<file path="src/rtl/cdb_arbiter.sv">
// cdb_arbiter: common-data-bus producer side.
// Each execution unit pushes {tag, data} results into its own small FIFO.
// A round-robin arbiter picks one non-empty FIFO per cycle and registers its
// head onto the CDB. A branch-mispredict flush empties every FIFO and drops
// whatever is offered in the flush cycle.
module cdb_arbiter #(
    parameter int NUM_SRC    = 4,
    parameter int DATA_WIDTH = 32,
    parameter int TAG_WIDTH  = 4,
    parameter int QDEPTH     = 2
) (
    input  logic                          clk,
    input  logic                          rst,
    input  logic                          flush,
    input  logic [NUM_SRC-1:0]            src_valid,
    output logic [NUM_SRC-1:0]            src_ready,
    input  logic [NUM_SRC*TAG_WIDTH-1:0]  src_tag,
    input  logic [NUM_SRC*DATA_WIDTH-1:0] src_data,
    output logic                          cdb_valid,
    output logic [TAG_WIDTH-1:0]          cdb_tag,
    output logic [DATA_WIDTH-1:0]         cdb_data
);

    localparam int SEL_W = (NUM_SRC > 1) ? $clog2(NUM_SRC) : 1;
    localparam int SUM_W = SEL_W + 1;
    localparam int PTR_W = (QDEPTH > 1) ? $clog2(QDEPTH) : 1;
    localparam int CNT_W = $clog2(QDEPTH + 1);
    localparam logic [CNT_W-1:0] FULL_CNT = CNT_W'(QDEPTH);
    localparam logic [SUM_W-1:0] NSRC_SUM = SUM_W'(NUM_SRC);
    localparam logic [SEL_W-1:0] LAST_SRC = SEL_W'(NUM_SRC - 1);

    // Per-source queue status and head entries, gathered from the generate loop
    logic [NUM_SRC-1:0]            not_empty;
    logic [NUM_SRC-1:0]            pop;
    logic [NUM_SRC*TAG_WIDTH-1:0]  head_tag;
    logic [NUM_SRC*DATA_WIDTH-1:0] head_data;

    // Arbiter state and decisions
    logic [SEL_W-1:0]      rr_q;
    logic [SEL_W-1:0]      rr_d;
    logic                  grant_any;
    logic [SEL_W-1:0]      grant_idx;
    logic [SUM_W-1:0]      cand;

    // Broadcast registers
    logic                  cdb_valid_q;
    logic [TAG_WIDTH-1:0]  cdb_tag_q;
    logic [TAG_WIDTH-1:0]  cdb_tag_d;
    logic [DATA_WIDTH-1:0] cdb_data_q;
    logic [DATA_WIDTH-1:0] cdb_data_d;

    genvar gi;

    // One FIFO per producing unit
    generate
        for (gi = 0; gi < NUM_SRC; gi++) begin : g_src
            logic [TAG_WIDTH-1:0]  tag_mem  [QDEPTH];
            logic [DATA_WIDTH-1:0] data_mem [QDEPTH];
            logic [PTR_W-1:0]      wptr_q;
            logic [PTR_W-1:0]      wptr_d;
            logic [PTR_W-1:0]      rptr_q;
            logic [PTR_W-1:0]      rptr_d;
            logic [CNT_W-1:0]      count_q;
            logic [CNT_W-1:0]      count_d;
            logic                  push;

            // Ready depends only on the registered count, never on inputs
            assign src_ready[gi] = (count_q != FULL_CNT);
            assign not_empty[gi] = (count_q != '0);
            assign push          = src_valid[gi] && src_ready[gi] && !flush;
            assign pop[gi]       = grant_any && !flush && (grant_idx == SEL_W'(gi));

            assign head_tag[gi*TAG_WIDTH +: TAG_WIDTH]    = tag_mem[rptr_q];
            assign head_data[gi*DATA_WIDTH +: DATA_WIDTH] = data_mem[rptr_q];

            // Pointer/count next state; simultaneous push and pop keeps the count
            always_comb begin
                wptr_d  = wptr_q;
                rptr_d  = rptr_q;
                count_d = count_q;
                if (push) begin
                    wptr_d = wptr_q + 1'b1;
                end
                if (pop[gi]) begin
                    rptr_d = rptr_q + 1'b1;
                end
                case ({push, pop[gi]})
                    2'b10:   count_d = count_q + 1'b1;
                    2'b01:   count_d = count_q - 1'b1;
                    default: count_d = count_q;
                endcase
            end

            // Queue bookkeeping; reset and flush both empty the queue
            always_ff @(posedge clk) begin
                if (rst || flush) begin
                    wptr_q  <= '0;
                    rptr_q  <= '0;
                    count_q <= '0;
                end else begin
                    wptr_q  <= wptr_d;
                    rptr_q  <= rptr_d;
                    count_q <= count_d;
                end
            end

            // Entry storage; contents need no reset since the count gates them
            always_ff @(posedge clk) begin
                if (push) begin
                    tag_mem[wptr_q]  <= src_tag[gi*TAG_WIDTH +: TAG_WIDTH];
                    data_mem[wptr_q] <= src_data[gi*DATA_WIDTH +: DATA_WIDTH];
                end
            end
        end
    endgenerate

    // Round-robin search: first non-empty queue at or after rr, wrapping
    always_comb begin
        grant_any = 1'b0;
        grant_idx = '0;
        cand      = '0;
        for (int k = 0; k < NUM_SRC; k++) begin
            cand = {1'b0, rr_q} + SUM_W'(k);
            if (cand >= NSRC_SUM) begin
                cand = cand - NSRC_SUM;
            end
            if (!grant_any && not_empty[cand[SEL_W-1:0]]) begin
                grant_any = 1'b1;
                grant_idx = cand[SEL_W-1:0];
            end
        end
    end

    // Pointer moves just past the winner; holds when nothing is granted
    always_comb begin
        rr_d = rr_q;
        if (grant_any) begin
            rr_d = (grant_idx == LAST_SRC) ? '0 : grant_idx + 1'b1;
        end
    end

    // Head of the winning queue
    always_comb begin
        cdb_tag_d  = head_tag[grant_idx*TAG_WIDTH +: TAG_WIDTH];
        cdb_data_d = head_data[grant_idx*DATA_WIDTH +: DATA_WIDTH];
    end

    // Broadcast register; tag/data hold when idle, flush suppresses the grant
    always_ff @(posedge clk) begin
        if (rst) begin
            cdb_valid_q <= 1'b0;
            cdb_tag_q   <= '0;
            cdb_data_q  <= '0;
            rr_q        <= '0;
        end else if (flush) begin
            cdb_valid_q <= 1'b0;
            rr_q        <= '0;
        end else begin
            cdb_valid_q <= grant_any;
            rr_q        <= rr_d;
            if (grant_any) begin
                cdb_tag_q  <= cdb_tag_d;
                cdb_data_q <= cdb_data_d;
            end
        end
    end

    assign cdb_valid = cdb_valid_q;
    assign cdb_tag   = cdb_tag_q;
    assign cdb_data  = cdb_data_q;

endmodule

</file>
<file path="config.mk">
export PLATFORM = sky130hd
export DESIGN_NAME = cdb_arbiter
export DESIGN_NICKNAME = d
export VERILOG_FILES = /design/src/rtl/cdb_arbiter.sv
export SDC_FILE = /design/constraint.sdc
export NUM_CORES = 1
export LEC_CHECK = 0
export ABC_AREA = 1
export CAP_MARGIN = 10
export CORE_MARGIN = 3
export CORE_UTILIZATION = 35
export CTS_BUF_LIST = sky130_fd_sc_hd__clkbuf_2
export DETAILED_ROUTE_END_ITERATION = 7
export PLACE_DENSITY = 0.57
export REMOVE_ABC_BUFFERS = 1
export SLEW_MARGIN = 10
export SYNTH_ARGS = -nofsm -noshare
export SYNTH_HDL_FRONTEND = slang
export SYNTH_SLANG_ARGS = --single-unit
export TNS_END_PERCENT = 50
</file>
<file path="constraint.sdc">
create_clock -name clk -period 2.55 [get_ports clk]
set_input_delay 0.51 -clock clk [delete_from_list [all_inputs] [get_ports clk]]
set_output_delay 0.51 -clock clk [all_outputs]
set_load 0.05 [all_outputs]
</file>
==> impl_metrics.json, run 1 <==
{
  "status": "finished clean",
  "finalSetupTns_ns": 0,
  "finalSetupViolCount": 0,
  "synth_common_cells": "edfxtp_1 (288), nand3_1 (160), nand2_1 (145)",
  "synth.avg_cell_area_um2": 13.4,
  "clock.fmax_ghz": 0.422,
  "drt_iter0_drc": 528,
  "drt_wl_total_um": 39000,
  "synth_top_area_share_pct": 61.4,
  "total_power_uw": 16100,
  "yosys_warnings": 0,
  "synth_area_um2": 14100,
  "gp_congestion": 0.786,
  "synth_most_common_cell": "edfxtp_1",
  "fin_skew_ns": 0.0562,
  "cts_setup_buffers": 0,
  "gr-total-overflow": 0,
  "crit_required_ns": 2.04,
  "hold_violations": 0,
  "arrival_ns": 1.86,
  "final_antenna_net_count": 0,
  "rrSetupSlack_ns": 0.25,
  "hold_class": "in2reg",
  "synth_top_area_cell": "edfxtp_1",
  "first_global_vias": 10000,
  "track_usage_pct": 18.3,
  "clk_pin_slew_ns": 0.11,
  "clkLatencyLatePin_ns": 0.95,
  "min_from": "src_data[44]",
  "drive_gt1_share_pct": 28.0,
  "fin_nets": 1484,
  "cts_inserted_buffers": 93,
  "ys_async_sr_fraction_pct": 0,
  "ys_top_cells_by_area": "edfxtp_1 (61%), mux2_2 (12%), dfxtp_1 (8.4%), nand3_1 (5.7%), nand2_1 (3.9%)",
  "start_util_pct": 35.9,
  "viasPerCell": 4.94,
  "leakage_uw": 0.00663,
  "portBuffers": 191,
  "worstReg2RegStart": "g_src[1].count_q[1]",
  "ys_seq_area_share_pct": 69.8,
  "synth_cells": 1050,
  "tightest_slew_ns": 0.573,
  "dieArea_um2": 42700,
  "wl_per_cell_um": 20.2,
  "crit_path_start_kind": "register",
  "vias": 9503,
  "cellPowerDensity_nw_per_um2": 904,
  "cts_tree": "built",
  "drt_first_pass_iters": 4,
  "synth_flop_cell": "edfxtp_1",
  "grt_pass1_wl_um": 57900,
  "antenna_found_initial": 3,
  "startpoint": "g_src[0].count_q[0]",
  "h-tree-depth": 3,
  "drc": 0,
  "synth-seq-cells": 347,
  "slew_headroom_pct": 62.0,
  "clock_path_buffers": 3,
  "finalCritPeriodShare_pct": 93.0,
  "synth-edff-count": 288,
  "core_um2": 39200,
  "final-max-slew-violation-count": 0,
  "fill_cells": 3672,
  "io_pins": 192,
  "cp-end-kind": "primary output",
  "clock-sinks": 347,
  "die_x_um": 207,
  "dp_hpwl_um": 24600,
  "synth_cell_types": 29,
  "ir_worst_vdd_mv": 0.519,
  "maxCapViolations": 0,
  "cp_max_fo": 4,
  "rsz0062_at_grt": "false",
  "rows": 72,
  "cts_root_buf": "clkbuf_2",
  "layout_min_cycle_time_ns": 2.37,
  "die_y_um": 207,
  "grt_max_degree": 73,
  "worstSetupPathType": "reg2out",
  "area_growth_pct": 26.5
}
[state kept, by name, summed over array words and instances, names as in the netlist, named ones only]
name,count
g_src.count_q,8
g_src.data_mem,256
cdb_tag,4
g_src.rptr_q,4
cdb_data,32
rr_q,2
g_src.wptr_q,4
g_src.tag_mem,32
cdb_valid,1
[cell type report]
| cell class | count | area (um^2) | share of cell area, % |
|---|---|---|---|
| Clock inverter | 18 | 73.8 | 0.414 |
| Sequential cell | 347 | 9840 | 55.2 |
| Inverter | 27 | 106 | 0.597 |
| Antenna cell | 2 | 5.00 | 0.0281 |
| Clock buffer | 153 | 766 | 4.30 |
| Tap cell | 518 | 648 | 3.64 |
| Multi-Input combinational cell | 618 | 3960 | 22.2 |
| Timing Repair Buffer | 242 | 2430 | 13.6 |
[where the power goes]
group          switching [uW]  internal [uW]  total (uW)  leakage [uW]
logic                    3660           1870        5530       0.00282
clock network            2250           1560        3810      0.000672
registers                 226           6540        6770       0.00313
total                    6140           9970       16100       0.00663
[layer usage]
metal / GRT usage (%) / share of wire, % / vias to the layer above
met4: 7.03 / 2.9 / 4
met3: 4.23 / 6.3 / 80
met2: 30.8 / 48 / 322
met1: 23.1 / 42 / 4631
li1: - / - / 4466
met5: 0 / 0.051 / -
[critical path, stage by stage (launching register included)]
cell	delay (ns)
dfxtp_1	0.45
inv_1	0.11
nand2_1	0.16
buf_4	0.23
[through the flow]
step	cells	instance area, um^2	worst slack [ns]	hold slack (ns)	util (%)
after floorplan	992	13800	-1.12	0.460	-
after global placement	1741	16900	0.160	0.479	43.1
after detailed placement	1741	16900	0.109	0.498	43.1
after CTS	1923	17800	0.00239	0.00209	45.4
after global routing	1924	17800	0.0109	0.0397	45.5
final	1925	17800	0.178	0.151	45.5
[cell usage in the layout, fill, tap and decap left out, drive strengths merged, types with 11 or more instances in the layout]
cell,count
clkinv,15
dlygate4sd2,37
buf,43
edfxtp,288
inv,29
clkdlybuf4s50,150
clkbuf,154
nor2,33
nand2,162
mux2,144
nand3,162
o21ai,13
dfxtp,59
a21oi,86
dlygate4sd3,11
[path summary, 6_finish.rpt]
kind	endpoint	cells after the start
setup / recovery	src_ready[0]	3
hold / removal	g_src[1].data_mem[0][12]	1
setup reg to reg	g_src[1].count_q[1]	14
hold reg to reg	register	2
[kinds of logic after synthesis]
logic type               after synthesis  synth area share (%)
adder cells (fa/ha/maj)                4                 0.355
flip-flops                           347                  69.8
AO/OA/AOI/OAI                        101                  3.62
XOR/XNOR                               1                0.0622
multiplexers                         144                  11.5
buffers and inverters                 85                  2.76
AND/OR/NAND/NOR                      368                  11.9
[timing repair]
action,in CTS,in global routing
hold endpoints to repair,21,0
resized for setup,46,11
setup endpoints to repair,39,15
pin swaps,0,2
hold buffers,11,0
No activity file was read; power rests on OpenSTA's default activity.
==> inputs of run 2 (changes only) <==
--- a/config.mk
+++ b/config.mk
@@ -11,6 +11,7 @@
 export CORE_UTILIZATION = 35
 export CTS_BUF_LIST = sky130_fd_sc_hd__clkbuf_2
 export DETAILED_ROUTE_END_ITERATION = 7
+export MAX_ROUTING_LAYER = met4
 export PLACE_DENSITY = 0.57
 export REMOVE_ABC_BUFFERS = 1
 export SLEW_MARGIN = 10
==> run 2 against run 1 <==
Maximum frequency rose by 0.32%. Total power barely moved. Final cell count barely moved. Largest cell class unchanged. Highest routed layer is now met4. Clock skew rose by 0.0065 ns. Worst setup slack improved by 0.0075 ns. Critical endpoint is now cdb_data[22]. Routed wire length rose by 0.13%. Utilization barely moved. Cell area barely moved. Combinational power barely moved. Non-clock buffer count did not move. Sequential power barely moved.
==> impl_metrics.json, run 2 (synthesis results as in run 1) <==
{
  "status": "finished clean",
  "final-max-slew-violation-count": 0,
  "gp_congestion": 0.797,
  "worstHoldPathCells": 1,
  "drt_iter0_drc": 510,
  "final_antenna_net_count": 0,
  "dieArea_um2": 42700,
  "layout_min_cycle_time_ns": 2.36,
  "hold_violations": 0,
  "h-tree-depth": 3,
  "layout_commonest_cell": "edfxtp_1",
  "clkLatencyLatePin_ns": 0.94,
  "rr_worst_depth": 14,
  "wl_per_cell_um": 20.3,
  "track_usage_pct": 18.9,
  "total_power_uw": 16100,
  "maxCapViolations": 0,
  "finalSetupViolCount": 0,
  "rsz0062_at_grt": "false",
  "cellPowerDensity_nw_per_um2": 904,
  "clock_path_buffers": 3,
  "regMostFlops": "g_src.data_mem",
  "vias": 9533,
  "crit_family": "buffers and inverters",
  "cts_root_buf": "clkbuf_2",
  "drc": 0,
  "clock.fmax_ghz": 0.423,
  "area_growth_pct": 26.6,
  "dp_hpwl_um": 24600,
  "mostFrequentLayoutCells": "edfxtp_1 (288), nand3_1 (159), clkbuf_2 (153)",
  "crit_path_start_kind": "register",
  "portBuffers": 191,
  "worstSetupPathType": "reg2out",
  "cts_inserted_buffers": 93,
  "drt_wl_total_um": 39000,
  "cp_slowest_cell": "dlygate4sd2_1",
  "grt_max_degree": 73,
  "arrival_ns": 1.85,
  "die_y_um": 207,
  "crit_cells": 1,
  "viasPerCell": 4.95,
  "fin_nets": 1484,
  "crit_required_ns": 2.04,
  "worstPathCellList": "dlygate4sd2_1",
  "crit_path_max_incr_delay_ns": 0.55,
  "drive_gt1_share_pct": 28.0,
  "crit_buf_inv": 1,
  "cts_tree": "built",
  "cp-end-kind": "primary output",
  "core_um2": 39200,
  "fin_skew_ns": 0.0627,
  "start_util_pct": 35.9,
  "ir_worst_vdd_mv": 0.518,
  "antenna_found_initial": 3,
  "drt_first_pass_iters": 5,
  "first_global_vias": 10000,
  "clk_pin_slew_ns": 0.10,
  "slew_headroom_pct": 62.0,
  "leakage_uw": 0.00663,
  "io_pins": 192,
  "cp_max_fo": 2,
  "grt_pass1_wl_um": 57900,
  "hold_class": "in2reg",
  "finalSetupTns_ns": 0,
  "die_x_um": 207,
  "tightest_slew_ns": 0.573,
  "clock-sinks": 347,
  "largest_reg_flops": 256,
  "finalCritPeriodShare_pct": 92.7,
  "gr-total-overflow": 0,
  "rows": 72
}
run 2: cell count changes in the layout (fill, tap and decap cells not counted), sizes merged:
cell   change
diode      +1
run 2: path summary, 6_finish.rpt:
| kind | startpoint | to | slack (ns) |
|---|---|---|---|
| hold / removal | src_data[44] | g_src[1].data_mem[0][12] | 0.16 |
| hold reg to reg | g_src[3].rptr_q | register | 0.49 |
| setup reg to reg | g_src[1].count_q[1] | g_src[1].count_q[1] | 0.25 |
| setup / recovery | cdb_data[22] | cdb_data[22] | 0.19 |
run 2: area by class of cell:
cell class,count,area (um^2)
diodes,3,7.51
clock buffers,153,766
fillers,3670,21400
flip-flops and latches,347,9840
inverters,27,106
well taps,518,648
multi-input cells,618,3960
repair buffers,242,2430
clock inverters,18,73.8
run 2: report_power, final:
part / leakage, uW / internal, uW / switching [uW]
logic: 0.00282 / 1870 / 3660
registers: 0.00313 / 6540 / 227
clock network: 0.000672 / 1560 / 2250
total: 0.00663 / 9970 / 6130
run 2: per-layer routing:
metal / global-route usage (%) / vias up / part of all wire, %
met4: 7.01 / 0 / 2.7
met1: 23.2 / 4676 / 42
li1: - / 4467 / -
met5: - / - / 0
met2: 30.8 / 322 / 49
met3: 4.12 / 68 / 6.3
run 2: through the flow:
step | instance area (um^2) | setup slack (ns) | hold slack (ns) | cells | utilization, %
after CTS | 17800 | 0.00239 | 0.00209 | 1923 | 45.4
after global placement | 16900 | 0.160 | 0.479 | 1741 | 43.1
final | 17800 | 0.186 | 0.161 | 1926 | 45.5
after detailed placement | 16900 | 0.109 | 0.498 | 1741 | 43.1
after floorplan | 13800 | -1.12 | 0.460 | 992 | -
after global routing | 17800 | 0.0110 | 0.0375 | 1926 | 45.5
run 2: repair_timing:
| item | CTS | global route |
|---|---|---|
| pin swaps | 0 | 2 |
| hold buffers | 11 | 0 |
| endpoints found under the setup margin | 39 | 15 |
| buffers inserted | 0 | 0 |
| resized for setup | 46 | 11 |
| hold endpoints to repair | 21 | 0 |
==> inputs of run 3 (changes only) <==
==> constraint.sdc (replaced) <==
create_clock -name clk -period 2.55 [get_ports clk]
set_input_delay 0.51 -clock clk [delete_from_list [all_inputs] [get_ports clk]]
set_output_delay 0.51 -clock clk [all_outputs]
set_load 0.02 [all_outputs]
==> run 3 against run 2 <==
Via count is 1.8% lower. Combinational power is 7.4% lower. Total power is 2.6% lower. Worst setup slack worse by 0.020 ns. Critical endpoint is now cdb_data[15]. Largest power group unchanged. Cell area is 0.48% lower. Count of clock-buffer cells in the layout is 11 lower. Non-clock buffer count is 10 lower.
==> impl_metrics.json, run 3 (synthesis results as in run 1) <==
{
  "layout_min_cycle_time_ns": 2.38,
  "drive_gt1_share_pct": 27.7,
  "gp_congestion": 0.796,
  "maxCapViolations": 0,
  "net-switching-power_uw": 5660,
  "die_x_um": 207,
  "comb_power_share_pct": 32.7,
  "viasPerCell": 4.91,
  "worstSetupPathType": "reg2out",
  "tightest_slew_ns": 0.514,
  "p_seq_share_pct": 43.2,
  "regMostFlops": "g_src.data_mem",
  "mostFrequentLayoutCells": "edfxtp_1 (288), clkdlybuf4s50_1 (160), nand3_1 (159)",
  "track_usage_pct": 19.0,
  "ir_worst_vdd_mv": 0.513,
  "area_growth_pct": 26.0,
  "clock-sinks": 347,
  "cts_tree": "built",
  "antenna_found_initial": 3,
  "start_util_pct": 35.9,
  "core_um2": 39200,
  "grt_pass1_wl_um": 57900,
  "clock.fmax_ghz": 0.419,
  "hold_violations": 0,
  "finalCritPeriodShare_pct": 93.5,
  "cts_setup_buffers": 0,
  "drt_first_pass_iters": 5,
  "drt_iter0_drc": 538,
  "drt_wl_total_um": 39000,
  "clock_path_buffers": 3,
  "rows": 72,
  "status": "finished clean",
  "final-max-slew-violation-count": 0,
  "layout_commonest_cell": "edfxtp_1",
  "fin_skew_ns": 0.0637,
  "cts_inserted_buffers": 90,
  "cp-end-kind": "primary output",
  "finish.instance_area_um2": 17700,
  "leakage_uw": 0.00658,
  "dpl_cell_area_um2": 16900,
  "worstPathCellList": "clkdlybuf4s50_1",
  "p_int_uw": 10000,
  "dp_hpwl_um": 24700,
  "drc": 0,
  "cp_max_fo": 2,
  "cp_slowest_cell": "clkdlybuf4s50_1",
  "largest_reg_flops": 256,
  "vias": 9366,
  "rsz0062_at_grt": "true",
  "arrival_ns": 1.87,
  "wl_per_cell_um": 20.4,
  "crit_required_ns": 2.04,
  "pwr-share-clk_pct": 24.2,
  "fin_nets": 1471,
  "h-tree-depth": 3,
  "gr-total-overflow": 0,
  "hold_class": "in2reg",
  "crit_family": "buffers and inverters",
  "first_global_vias": 9804,
  "finalSetupTns_ns": 0,
  "grt_max_degree": 73,
  "clk_pin_slew_ns": 0.10,
  "cellPowerDensity_nw_per_um2": 884,
  "clkLatencyLatePin_ns": 0.94,
  "cts_root_buf": "clkbuf_2",
  "netSwitchingFraction_pct": 36.1,
  "final_antenna_net_count": 0,
  "portBuffers": 191,
  "crit_path_start_kind": "register",
  "die_y_um": 207,
  "crit_path_max_incr_delay_ns": 0.61,
  "io_pins": 192,
  "slew_headroom_pct": 65.7,
  "finalSetupViolCount": 0,
  "dieArea_um2": 42700,
  "crit_buf_inv": 1
}
==> run 3: cell types whose count changed in the layout (fill, tap and decap cells not counted), sizes merged, moves of 3 or more <==
cell / previous run / this run
buf: 43 / 40
clkbuf: 154 / 144
clkdlybuf4s50: 150 / 160
clkinv: 15 / 20
dlygate4sd2: 37 / 23
dlygate4sd3: 11 / 1
dlymetal6s2s: 0 / 4
==> run 3: layout make-up <==
| class | instances | area [um^2] |
|---|---|---|
| fillers | 3641 | 21400 |
| repair buffers | 232 | 2360 |
| well taps | 518 | 648 |
| inverters | 27 | 106 |
| multi-input cells | 618 | 3950 |
| clock buffers | 142 | 711 |
| diodes | 3 | 7.51 |
| flip-flops and latches | 347 | 9840 |
| clock inverters | 22 | 115 |
==> run 3: power groups by stage <==
stage	clock (uW)	combinational, uW	sequential (uW)
3_3_place_gp	0	5210	6900
5_1_grt	4290	5670	6820
4_1_cts	3970	5210	6780
2_1_floorplan	0	2840	7120
3_5_place_dp	0	5260	6910
6_report	3790	5120	6770
==> run 3: path summary, 6_finish.rpt <==
kind / from / to / slack, ns / cells past startpoint
worst max register to register: g_src[0].count_q[1] / g_src[1].count_q[1] / 0.22 / 14
worst max-delay path: cdb_data[15] / cdb_data[15] / 0.17 / 1
worst min register to register: g_src[2].rptr_q / register / 0.51 / 2
worst min-delay path: src_data[8] / g_src[0].data_mem[0][8] / 0.15 / 1
==> run 3: layer usage <==
| metal | vias up | track usage, % | share of wire [%] |
|---|---|---|---|
| met5 | - | - | 0 |
| met4 | 0 | 6.88 | 2.3 |
| met3 | 59 | 4.28 | 6.7 |
| met2 | 310 | 30.6 | 49 |
| met1 | 4557 | 23.6 | 42 |
| li1 | 4440 | - | - |
==> run 3: what timing repair did <==
action,in CTS,in global routing
gates cloned,0,0
resized for setup,33,14
hold buffers,1,0
hold endpoints to repair,2,0
setup endpoints to repair,27,29
==> run 3: through the flow <==
step	utilization [%]	setup WS (ns)	power (uW)	std cells	hold slack [ns]
after floorplan	-	-1.12	9970	992	0.460
after global placement	43.1	0.160	12100	1741	0.479
after detailed placement	43.1	0.102	12200	1741	0.487
after CTS	45.2	-0.0275	16000	1906	0.00480
after global routing	45.3	-0.000560	16800	1909	0.0184
final	45.3	0.166	15700	1909	0.148
